`src/rtl/barrel_unshift_pkg.sv`:
```
// barrel_unshift_pkg: shared port-count/width defaults and port-word field layout helpers
`ifndef PORT_NUB_TOTAL
`define PORT_NUB_TOTAL 4
`endif
`ifndef DATA_WIDTH
`define DATA_WIDTH 8
`endif
package barrel_unshift_pkg;
  function automatic int port_w(input int sel_w, input int data_w);
    return 1 + 2 * sel_w + data_w;
  endfunction
  function automatic int dst_lsb(input int data_w);
    return data_w;
  endfunction
  function automatic int vld_bit(input int sel_w, input int data_w);
    return 2 * sel_w + data_w;
  endfunction
endpackage

```
`src/rtl/barrel_unshift_stage.sv`:
```
// barrel_unshift_stage: one registered right-rotate-by-2^BIT stage carrying select and valid along
module barrel_unshift_stage #(
  parameter int PORT_NUM = 4,
  parameter int PORT_W = 13,
  parameter int SEL_W = 2,
  parameter int BIT = 0
) (
  input  logic                       clk,
  input  logic                       rst,
  input  logic                       hold,
  input  logic                       valid_in,
  input  logic [SEL_W-1:0]           sel_in,
  input  logic [PORT_NUM*PORT_W-1:0] data_in,
  output logic                       valid_out,
  output logic [SEL_W-1:0]           sel_out,
  output logic [PORT_NUM*PORT_W-1:0] data_out
);
  localparam int DIST = 1 << BIT;
  logic [PORT_NUM*PORT_W-1:0] rot;
  for (genvar j = 0; j < PORT_NUM; j++) begin : g_rot
    assign rot[j*PORT_W +: PORT_W] = data_in[((j + DIST) % PORT_NUM)*PORT_W +: PORT_W];
  end
  // Advance the stage unless stalled; reset wins over hold
  always_ff @(posedge clk) begin
    if (rst) begin
      data_out  <= '0;
      sel_out   <= '0;
      valid_out <= 1'b0;
    end else if (!hold) begin
      data_out  <= sel_in[BIT] ? rot : data_in;
      sel_out   <= sel_in;
      valid_out <= valid_in;
    end
  end
endmodule

```
`src/rtl/barrel_unshift.sv`:
```
// barrel_unshift: pipelined inverse rotator; optional sticky dst checker under BARREL_UNSHIFT_CHECK_EN
module barrel_unshift
  import barrel_unshift_pkg::*;
#(
  parameter int PORT_NUM = `PORT_NUB_TOTAL,
  parameter int DATA_W = `DATA_WIDTH,
  localparam int SEL_W = $clog2(PORT_NUM),
  localparam int PORT_W = port_w(SEL_W, DATA_W)
) (
  input  logic                       clk,
  input  logic                       rst,
  input  logic                       hold,
  input  logic                       valid_in,
  input  logic [SEL_W-1:0]           select,
  input  logic [PORT_NUM*PORT_W-1:0] port_in,
  output logic                       valid_out,
  output logic [PORT_NUM*PORT_W-1:0] port_out,
  output logic                       err
);
  logic [PORT_NUM*PORT_W-1:0] d [SEL_W+1];
  logic [SEL_W-1:0]           s [SEL_W+1];
  logic                       v [SEL_W+1];
  assign d[0] = port_in;
  assign s[0] = select;
  assign v[0] = valid_in;
  for (genvar i = 0; i < SEL_W; i++) begin : g_stage
    barrel_unshift_stage #(
      .PORT_NUM(PORT_NUM),
      .PORT_W(PORT_W),
      .SEL_W(SEL_W),
      .BIT(i)
    ) u_stage (
      .clk(clk),
      .rst(rst),
      .hold(hold),
      .valid_in(v[i]),
      .sel_in(s[i]),
      .data_in(d[i]),
      .valid_out(v[i+1]),
      .sel_out(s[i+1]),
      .data_out(d[i+1])
    );
  end
  assign port_out  = d[SEL_W];
  assign valid_out = v[SEL_W];
`ifdef BARREL_UNSHIFT_CHECK_EN
  logic [PORT_NUM-1:0] bad;
  logic                hit;
  logic                err_r;
  for (genvar j = 0; j < PORT_NUM; j++) begin : g_chk
    assign bad[j] = port_out[j*PORT_W + vld_bit(SEL_W, DATA_W)] &&
                    port_out[j*PORT_W + dst_lsb(DATA_W) +: SEL_W] != SEL_W'(j);
  end
  assign hit = valid_out && |bad;
  // Latch any misrouted word until reset; err also reflects the offending cycle itself
  always_ff @(posedge clk) begin
    if (rst) err_r <= 1'b0;
    else if (hit) err_r <= 1'b1;
  end
  assign err = err_r | hit;
`else
  assign err = 1'b0;
`endif
endmodule
```
`config.mk`:
```
export PLATFORM = sky130hd
export DESIGN_NAME = barrel_unshift
export DESIGN_NICKNAME = d
export VERILOG_FILES = /design/src/rtl/barrel_unshift_pkg.sv /design/src/rtl/barrel_unshift_stage.sv /design/src/rtl/barrel_unshift.sv
export SDC_FILE = /design/constraint.sdc
export NUM_CORES = 1
export LEC_CHECK = 0
export ABC_AREA = 1
export ABC_CLOCK_PERIOD_IN_PS = 1290
export CORE_ASPECT_RATIO = 0.6
export CORE_MARGIN = 2
export CORE_UTILIZATION = 54
export CTS_BUF_LIST = sky130_fd_sc_hd__clkbuf_2 sky130_fd_sc_hd__clkbuf_4 sky130_fd_sc_hd__clkbuf_8
export DETAILED_ROUTE_END_ITERATION = 16
export PLACE_DENSITY = 0.88
export REMOVE_ABC_BUFFERS = 1
export SETUP_SLACK_MARGIN = 0.3
export SLEW_MARGIN = 10
export SYNTH_ARGS = -nofsm -noshare
export SYNTH_HDL_FRONTEND = slang
export SYNTH_SLANG_ARGS = --single-unit
```
`constraint.sdc`:
```
create_clock -name clk -period 1.29 [get_ports clk]
set_input_delay 0.258 -clock clk [delete_from_list [all_inputs] [get_ports clk]]
set_output_delay 0.258 -clock clk [all_outputs]
set_load 0.02 [all_outputs]
```
==> flow_summary.yaml, run 1 <==
timing:
  fmax_ghz: 0.848
  slew_violations: 0
  rsz0062_at_grt: "true"
  fin_crit_ps: 1180
  fin_crit_sh_pct: 91.4
  hold_viol: 0
  skew_ps: 10.2
  setup_viol: 0
setup_path:
  rr_startpoint: "g_stage[0].u_stage.sel_out[1]$_SDFFE_PP0N_"
  crit_type: "reg2reg"
  crit_required_ps: 1580
  critical_path_arrival_ps: 1470
  endpoint: "g_stage[1].u_stage.data_out[24]$_SDFFE_PP0N_"
  setup.worst_path.start_class: "flip-flop"
  worstRegToRegCells: 6
  critPathSlowestCell: "dfxtp_4"
  crit_fanout: 8
  cp.depth: 6
  end_kind: "flip-flop"
  crit_chain: "buf_12, buf_16, nand2_1, nand2_1, nor2_1, nor2_1"
  r2r-end: "g_stage[1].u_stage.data_out[24]$_SDFFE_PP0N_"
  max_stage_delay_ps: 400
  cp_top_family: "flip-flops"
  rrSetupSlack_ps: 110
  crit_start: "g_stage[0].u_stage.sel_out[1]$_SDFFE_PP0N_"
  critPathBufInv: 2
placed_design:
  placed_cells: 1117
  place_congestion: 0.837
  dpl-instance-area_um2: 6610
  hpwl_um: 8500
  port_buffers: 110
power:
  p_switching_mw: 2.41
  ir_drop_mv: 0.754
  pwr-share-clk_pct: 26.0
  p_sw_share_pct: 31.1
  p_total_mw: 7.76
  p_comb_share_pct: 25.4
  pwr-share-seq_pct: 48.5
  powerDensity_nw_per_um2: 1000
  p_int_mw: 5.35
  p_leak_nw: 3.80
status:
  outcome: "complete, no violations"
routing:
  vias_per_cell: 4.84
  wirelength_um: 15000
  drt.antenna.violating_nets: 0
  first_pass_iters: 5
  vias: 5614
  drc: 0
  drt_iter0_drc: 331
  wl_per_cell_um: 12.9
clocking:
  ctsLongestPathBuffers: 2
  cts-buffers-inserted: 9
  htreeDepth: 3
  clk_pin_slew_ps: 110
  numClockSinks: 107
  cts-root-buf: "clkbuf_8"
  cts-hold-fix-buffers: 0
  cts_tree: "built"
  clk_latency_ps: 390
logic_synthesis:
  ys_types: 13
  synth-compound-area-share_pct: 9.17
  synth_top_area_cell: "dfxtp_1"
  async_flop_share_pct: 0
  synthCells: 958
  ys_ff_latch: 107
  yosys-top-cells-area: "dfxtp_1 (37%), nor2_1 (20%), nand2_1 (13%)"
  yosysMostFrequentCell: "nor2_1"
  synth_top_family_by_area: "simple AND/OR/NAND/NOR gates"
  synth_area_um2: 5840
  synthAdderAreaFrac_pct: 0
  synth_top_flop_cell: "dfxtp_1"
  synthSimpleGateAreaFrac_pct: 33.8
  ys_seq_area_share_pct: 36.7
  synth_xor_area_share_pct: 0
  synth-edff-count: 0
  netlist.area_leader.share_pct: 36.7
  synth_common_cells: "nor2_1 (318), nand2_1 (208), dfxtp_1 (107)"
  synth_warnings: 0
  syn_area_per_cell_um2: 6.10
  synth_mux_area_share_pct: 0
layout:
  syn2layout_area_growth_pct: 32.8
  antenna_cells: 0
  finalNonFillerCells: 1160
  drive_above_1_share_pct: 23.7
  ff_latch_area_um2: 2210
  fillers: 802
  fin_nets: 1074
  final_design_area_no_fill_um2: 7760
  multi_input_area_um2: 2780
grt:
  grt_pass1_vias: 4912
  antenna_found_initial: 0
  grt-ovfl-total: 0
  grt_pass1_wl_um: 23300
  grt_max_degree: 51
  grtUsageTotal_pct: 24.5
floorplan:
  initial_core_util_pct: 55.3
  rows: 29
  die_area_um2: 11700
  die_w_um: 138
  ioPinCount: 112
  core_um2: 10600
  die_y_um: 84.6
flow_run:
  drv_cap: 0
hold_path:
  min_path_type: "in2reg"
kinds of logic after synthesis:
logic type,count (synthesis)
flops,107
compound gates,107
simple gates,526
other cells,1
buf+inv,217
registers in the layout, indices dropped and copies added, names as in the netlist:
name                       flops
g_stage.u_stage.valid_out      2
g_stage.u_stage.data_out     104
g_stage.u_stage.sel_out        1
how the worst min path moves through the flow:
stage                                                   endpoint  slack, ps  depth (start not counted)                                       from
global route        g_stage[0].u_stage.data_out[20]$_SDFFE_PP0N_        350                          4                                  select[0]
detailed placement     g_stage[0].u_stage.valid_out$_SDFFE_PP0N_        480                          2  g_stage[0].u_stage.valid_out$_SDFFE_PP0N_
finish               g_stage[0].u_stage.data_out[8]$_SDFFE_PP0N_        330                          4                                  select[0]
floorplan             g_stage[0].u_stage.sel_out[1]$_SDFFE_PP0N_        410                          2                                  select[1]
global placement       g_stage[0].u_stage.valid_out$_SDFFE_PP0N_        470                          2  g_stage[0].u_stage.valid_out$_SDFFE_PP0N_
CTS                  g_stage[0].u_stage.data_out[8]$_SDFFE_PP0N_        330                          4                                  select[0]
final cells by class:
cell class | count | area share [%]
Clock buffer | 11 | 1.95
Clock inverter | 5 | 0.468
Inverter | 106 | 5.26
Multi-Input combinational cell | 634 | 35.9
Sequential cell | 107 | 28.5
Tap cell | 139 | 2.24
Timing Repair Buffer | 158 | 25.7
worst reg2reg max path: cells and delay by family, from the launching register on:
family / cells / cell delay [ps]
flops: 1 / 400
simple gates: 4 / 350
buf+inv: 2 / 320
routing by layer:
metal  wire length, µm  global-route usage (%)
met2              6470                    36.9
met5                 0                       0
met4               288                    7.79
met1              7060                    34.0
met3              1170                    7.36
power by group through the flow:
stage	registers, mW	clock network [mW]	logic, mW
6_report	3.76	2.02	1.97
5_1_grt	3.80	2.19	2.16
4_1_cts	3.74	2.04	1.81
3_5_place_dp	3.77	0	1.53
3_3_place_gp	3.77	0	1.50
2_1_floorplan	3.91	0	0.664
cell usage in the layout, fill, tap and decap left out:
cell type,Yosys,layout
nand2_1,208,171
nor2_1,318,287
o21ai_1,20,20
conb_1,1,1
clkinv_4,0,1
buf_4,54,12
dlygate4sd2_1,0,1
inv_1,104,104
dlymetal6s2s_1,0,1
nor2_2,0,22
buf_16,0,9
buf_8,0,6
clkdlybuf4s50_1,0,54
clkbuf_16,0,3
clkbuf_8,0,11
buf_12,0,11
bufbuf_16,0,1
inv_6,0,2
clkinvlp_4,0,3
dfxtp_1,107,53
buf_6,17,60
clkinv_2,0,1
dfxtp_2,0,53
nand2_2,0,26
nor2_4,0,9
dfxtp_4,0,1
o21ai_0,87,87
nand2_4,0,11
metrics by stage:
| stage | util, % | TNS, ps | hold WS (ps) | worst slack (ps) |
|---|---|---|---|---|
| floorplan | - | -99150 | 410 | -1050 |
| global placement | 62.6 | -16080 | 468 | -191 |
| detailed placement | 62.6 | -18090 | 480 | -234 |
| CTS | 70.2 | 0 | 325 | 141 |
| global route | 73.5 | 0 | 354 | 97.1 |
| finish | 73.5 | 0 | 331 | 111 |
repair_timing:
action | CTS | global route
endpoints found under the setup margin | 157 | 134
gates cloned | 11 | 3
buffers inserted | 10 | 3
resized for setup | 413 | 82
pin swaps | 19 | 61
Power figures use the tool's default switching activity.
==> inputs of run 2 (changes only) <==
--- a/config.mk
+++ b/config.mk
@@ -9,5 +9,4 @@
 export ABC_CLOCK_PERIOD_IN_PS = 1290
 export CORE_ASPECT_RATIO = 0.6
-export CORE_MARGIN = 2
 export CORE_UTILIZATION = 54
 export CTS_BUF_LIST = sky130_fd_sc_hd__clkbuf_2 sky130_fd_sc_hd__clkbuf_4 sky130_fd_sc_hd__clkbuf_8
==> constraint.sdc (replaced) <==
create_clock -name clk -period 1.29 [get_ports clk]
set_input_delay 0.258 -clock clk [delete_from_list [all_inputs] [get_ports clk]]
set_output_delay 0.258 -clock clk [all_outputs]
set_load 0.01 [all_outputs]
==> flow_summary.yaml, run 2 (same netlist as run 1, synthesis figures left out) <==
routing:
  drt_iter0_drc: 232
  first_pass_iters: 5
  vias_per_cell: 4.75
  drc: 0
  wl_per_cell_um: 12.0
  drt.antenna.violating_nets: 0
  wirelength_um: 13700
  vias: 5424
layout:
  drive_above_1_share_pct: 18.3
  reg_top3: "g_stage.u_stage.data_out x104, g_stage.u_stage.valid_out x2, g_stage.u_stage.sel_out x1"
  postLayoutCoreUtil_pct: 72.2
  final_cell_mix: "nor2_1 (310), nand2_1 (193), inv_1 (104), o21ai_0 (87), buf_6 (57)"
  syn2layout_area_growth_pct: 26.0
  top_register: "g_stage.u_stage.data_out"
  finalNonFillerCells: 1143
  fin_nets: 1063
  largest_reg_flops: 104
  final_common_cell: "nor2_1"
  antenna_cells: 0
setup_path:
  crit_fanout: 2
  critPathBufInv: 1
  critPathSlowestCell: "dfxtp_2"
  setup.worst_path.start_class: "flip-flop"
  critical_path_arrival_ps: 850
  crit_required_ps: 1030
  cp_top_family: "flip-flops"
  max_stage_delay_ps: 370
  end_kind: "primary output"
  crit_type: "reg2out"
  crit_chain: "buf_6"
timing:
  setup_viol: 0
  fmax_ghz: 0.906
  fin_hold_ws_ps: 328
  slew_violations: 0
  skew_ps: 10.1
  fin_crit_ps: 1100
  fin_crit_sh_pct: 85.6
  hold_viol: 0
  rsz0062_at_grt: "true"
clocking:
  clk_latency_ps: 370
  cts-buffers-inserted: 9
  cts-root-buf: "clkbuf_8"
  cts_tree: "built"
  htreeDepth: 3
  clk_pin_slew_ps: 90
  ctsLongestPathBuffers: 2
  numClockSinks: 107
  cts-hold-fix-buffers: 0
power:
  p_int_mw: 5.36
  p_switching_mw: 2.08
  pwr-share-clk_pct: 27.2
  p_leak_nw: 3.64
  powerDensity_nw_per_um2: 1010
  ir_drop_mv: 0.504
  p_sw_share_pct: 28.0
  pwr-share-seq_pct: 50.3
  p_comb_share_pct: 22.5
floorplan:
  rows: 28
  ioPinCount: 112
  die_area_um2: 11200
  core_um2: 10200
  initial_core_util_pct: 57.3
  die_w_um: 136
  die_y_um: 82.6
grt:
  grt_pass1_vias: 4347
  grt_max_degree: 55
  grt_pass1_wl_um: 20400
  antenna_found_initial: 0
  grtUsageTotal_pct: 23.3
  grt-ovfl-total: 0
status:
  outcome: "complete, no violations"
placed_design:
  hpwl_um: 8320
  place_congestion: 0.792
  placed_cells: 1110
  port_buffers: 110
flow_run:
  drv_cap: 0
hold_path:
  min_path_type: "in2reg"
[run 2: cell count changes in the layout (fill, tap and decap cells not counted), moves of 4 or more]
cell	before	now
clkbuf_16	3	8
nand2_2	26	11
nand2_1	171	193
buf_16	9	1
nand2_4	11	4
nor2_1	287	310
buf_8	6	2
nor2_4	9	0
nor2_2	22	8
[run 2: what timing repair did]
action	CTS	global route
setup endpoints to repair	158	97
cloned	0	10
resized for setup	320	38
pin swaps	0	21
setup buffers	5	4
[run 2: worst paths after layout]
check,startpoint,to,slack (ps),cells past startpoint
hold / removal,select[0],g_stage[0].u_stage.data_out[33]$_SDFFE_PP0N_,330,4
setup reg to reg,g_stage[0].u_stage.sel_out[1]$_SDFFE_PP0N_,g_stage[1].u_stage.data_out[28]$_SDFFE_PP0N_,230,6
setup / recovery,g_stage[1].u_stage.data_out[30]$_SDFFE_PP0N_,port_out[30],190,1
hold reg to reg,g_stage[0].u_stage.valid_out$_SDFFE_PP0N_,g_stage[0].u_stage.valid_out$_SDFFE_PP0N_,500,2
[run 2: area by class of cell]
| class | count | area [µm²] |
|---|---|---|
| fillers | 834 | 2830 |
| multi-input cells | 634 | 2590 |
| flip-flops and latches | 107 | 2210 |
| repair buffers | 147 | 1800 |
| inverters | 106 | 408 |
| well taps | 135 | 169 |
| clock buffers | 11 | 145 |
| clock inverters | 3 | 40.0 |
[run 2: stage by stage]
stage | instance area [µm²] | power [mW] | setup TNS (ps) | setup WS, ps
after floorplan | 5050 | 4.48 | -99150 | -1050
after global placement | 6630 | 5.19 | -17880 | -207
after detailed placement | 6630 | 5.22 | -19360 | -230
after CTS | 6980 | 7.31 | 0 | 153
after global routing | 7360 | 7.87 | 0 | 145
final | 7360 | 7.44 | 0 | 186
[run 2: power groups by stage]
stage                     logic [mW]  clock network (mW)  registers, mW
after floorplan                0.663                   0           3.82
after global placement          1.42                   0           3.76
after detailed placement        1.45                   0           3.77
after CTS                       1.50                2.08           3.73
after global routing            1.86                2.23           3.78
final                           1.67                2.02           3.74
[run 2: worst min-delay path, delay by kind of cell]
kind / cells / cell delay (ps)
buf+inv: 1 / 200
simple gates: 3 / 200
[run 2: per-layer routing]
layer	share of wire, %	GRT usage [%]	up-vias
li1	-	-	2878
met3	8.5	7.63	8
met5	0	0	-
met2	42	36.0	169
met1	49	31.9	2369
met4	0.48	3.67	0
==> inputs of run 3 (changes only) <==
Settings changed: ABC_CLOCK_PERIOD_IN_PS 1290 to 1400, CAP_MARGIN from default to 5, CORE_UTILIZATION 54 to 58, PLACE_DENSITY 0.88 to 0.93.
Clock period 1.29 ns to 1.4 ns, I/O delays scaled along.
==> flow_summary.yaml, run 3 (same netlist as run 1, synthesis figures left out) <==
routing:
  drt_iter0_drc: 401
  first_pass_iters: 5
  wirelength_um: 12700
  vias: 5379
  drt.antenna.violating_nets: 0
  vias_per_cell: 4.77
  wl_per_cell_um: 11.2
  drc: 0
timing:
  skew_ps: 10.2
  fmax_ghz: 0.881
  hold_viol: 0
  worst_slack_ps: 265
  slew_violations: 0
  setup_viol: 0
  rsz0062_at_grt: "true"
  fin_crit_sh_pct: 81.1
  fin_crit_ps: 1130
grt:
  grt_pass1_wl_um: 21400
  grt_pass1_vias: 4666
  grtUsageTotal_pct: 25.2
  antenna_found_initial: 0
  grt-ovfl-total: 0
  grt_max_degree: 65
setup_path:
  cp_top_family: "flip-flops"
  crit_type: "reg2out"
  setup.worst_path.start_class: "flip-flop"
  critPathSlowestCell: "dfxtp_4"
  max_stage_delay_ps: 370
  worstRegToRegCells: 5
  end_kind: "primary output"
  cp.depth: 1
  crit_chain: "buf_6"
  crit_fanout: 2
  critical_path_arrival_ps: 850
  critPathBufInv: 1
  crit_required_ps: 1120
placed_design:
  port_buffers: 110
  placed_cells: 1104
  dpl_worst_slack_ps: -118
  hpwl_um: 8120
  place_congestion: 0.822
layout:
  antenna_cells: 0
  reg_top3: "g_stage.u_stage.data_out x104, g_stage.u_stage.valid_out x2, g_stage.u_stage.sel_out x1"
  final_cell_mix: "nor2_1 (318), nand2_1 (208), inv_1 (104), o21ai_0 (85), clkdlybuf4s50_1 (55)"
  postLayoutCoreUtil_pct: 73.9
  final_common_cell: "nor2_1"
  top_register: "g_stage.u_stage.data_out"
  syn2layout_area_growth_pct: 19.7
  finalNonFillerCells: 1128
  drive_above_1_share_pct: 15.1
  fin_nets: 1051
  largest_reg_flops: 104
clocking:
  numClockSinks: 107
  clk_latency_ps: 370
  ctsLongestPathBuffers: 2
  htreeDepth: 3
  cts-buffers-inserted: 9
  cts-root-buf: "clkbuf_8"
  clk_pin_slew_ps: 100
  cts_tree: "built"
floorplan:
  ioPinCount: 112
  core_um2: 9460
  die_w_um: 132
  rows: 27
  die_y_um: 79.7
  die_area_um2: 10500
  initial_core_util_pct: 61.7
power:
  p_leak_nw: 3.45
  ir_drop_mv: 0.634
  powerDensity_nw_per_um2: 954
hold_path:
  min_path_cells: 5
  min_path_type: "in2reg"
flow_run:
  drv_cap: 0
status:
  outcome: "complete, no violations"
==> run 3: repair_timing <==
item,4_1_cts,5_1_grt
hold buffers,0,0
gates cloned,2,0
endpoints found under the setup margin,64,72
pin swaps,0,1
resized for setup,323,2
setup buffers,4,2
==> run 3: power by group <==
group / switching [mW] / total, mW / internal (mW)
combinational: 0.708 / 1.40 / 0.691
sequential: 0.166 / 3.45 / 3.28
clock: 1.07 / 1.82 / 0.748
==> run 3: final timing paths <==
kind	start	endpoint	slack [ps]
max	g_stage[1].u_stage.data_out[39]$_SDFFE_PP0N_	port_out[39]	270
min	select[0]	g_stage[0].u_stage.data_out[46]$_SDFFE_PP0N_	440
max reg2reg	g_stage[0].u_stage.sel_out[1]$_SDFFE_PP0N_	g_stage[1].u_stage.data_out[36]$_SDFFE_PP0N_	320
min reg2reg	g_stage[1].u_stage.valid_out$_SDFFE_PP0N_	g_stage[1].u_stage.valid_out$_SDFFE_PP0N_	500
==> run 3: worst register-to-register path, cell delays in order (launching register included) <==
cell	delay, ps
dfxtp_4	440
buf_4	140
buf_4	170
nor2_1	70
nor2_1	110
nor2_1	50
==> run 3: metal layers <==
layer / global-route usage, % / routed length (µm)
met1: 34.9 / 6320
met2: 39.4 / 5460
met3: 6.22 / 811
met4: 5.93 / 81
met5: 0 / 0
==> run 3: per-stage QoR <==
step / TNS (ps) / instance area, µm² / hold WS, ps / power [mW]
finish: 0 / 6990 / 444 / 6.67
global route: 0 / 6990 / 470 / 7.04
CTS: 0 / 6980 / 432 / 6.69
detailed placement: -7540 / 6560 / 479 / 4.79
global placement: -6490 / 6560 / 472 / 4.75
floorplan: -88570 / 5050 / 432 / 4.13
==> run 3: cell type report <==
class / instances / area (µm²)
clock inverter: 5 / 36.3
inverter: 106 / 400
fill: 770 / 2470
tap: 130 / 163
clock buffer: 11 / 151
sequential: 107 / 2210
timing repair buffer: 135 / 1510
multi-input combinational: 634 / 2510
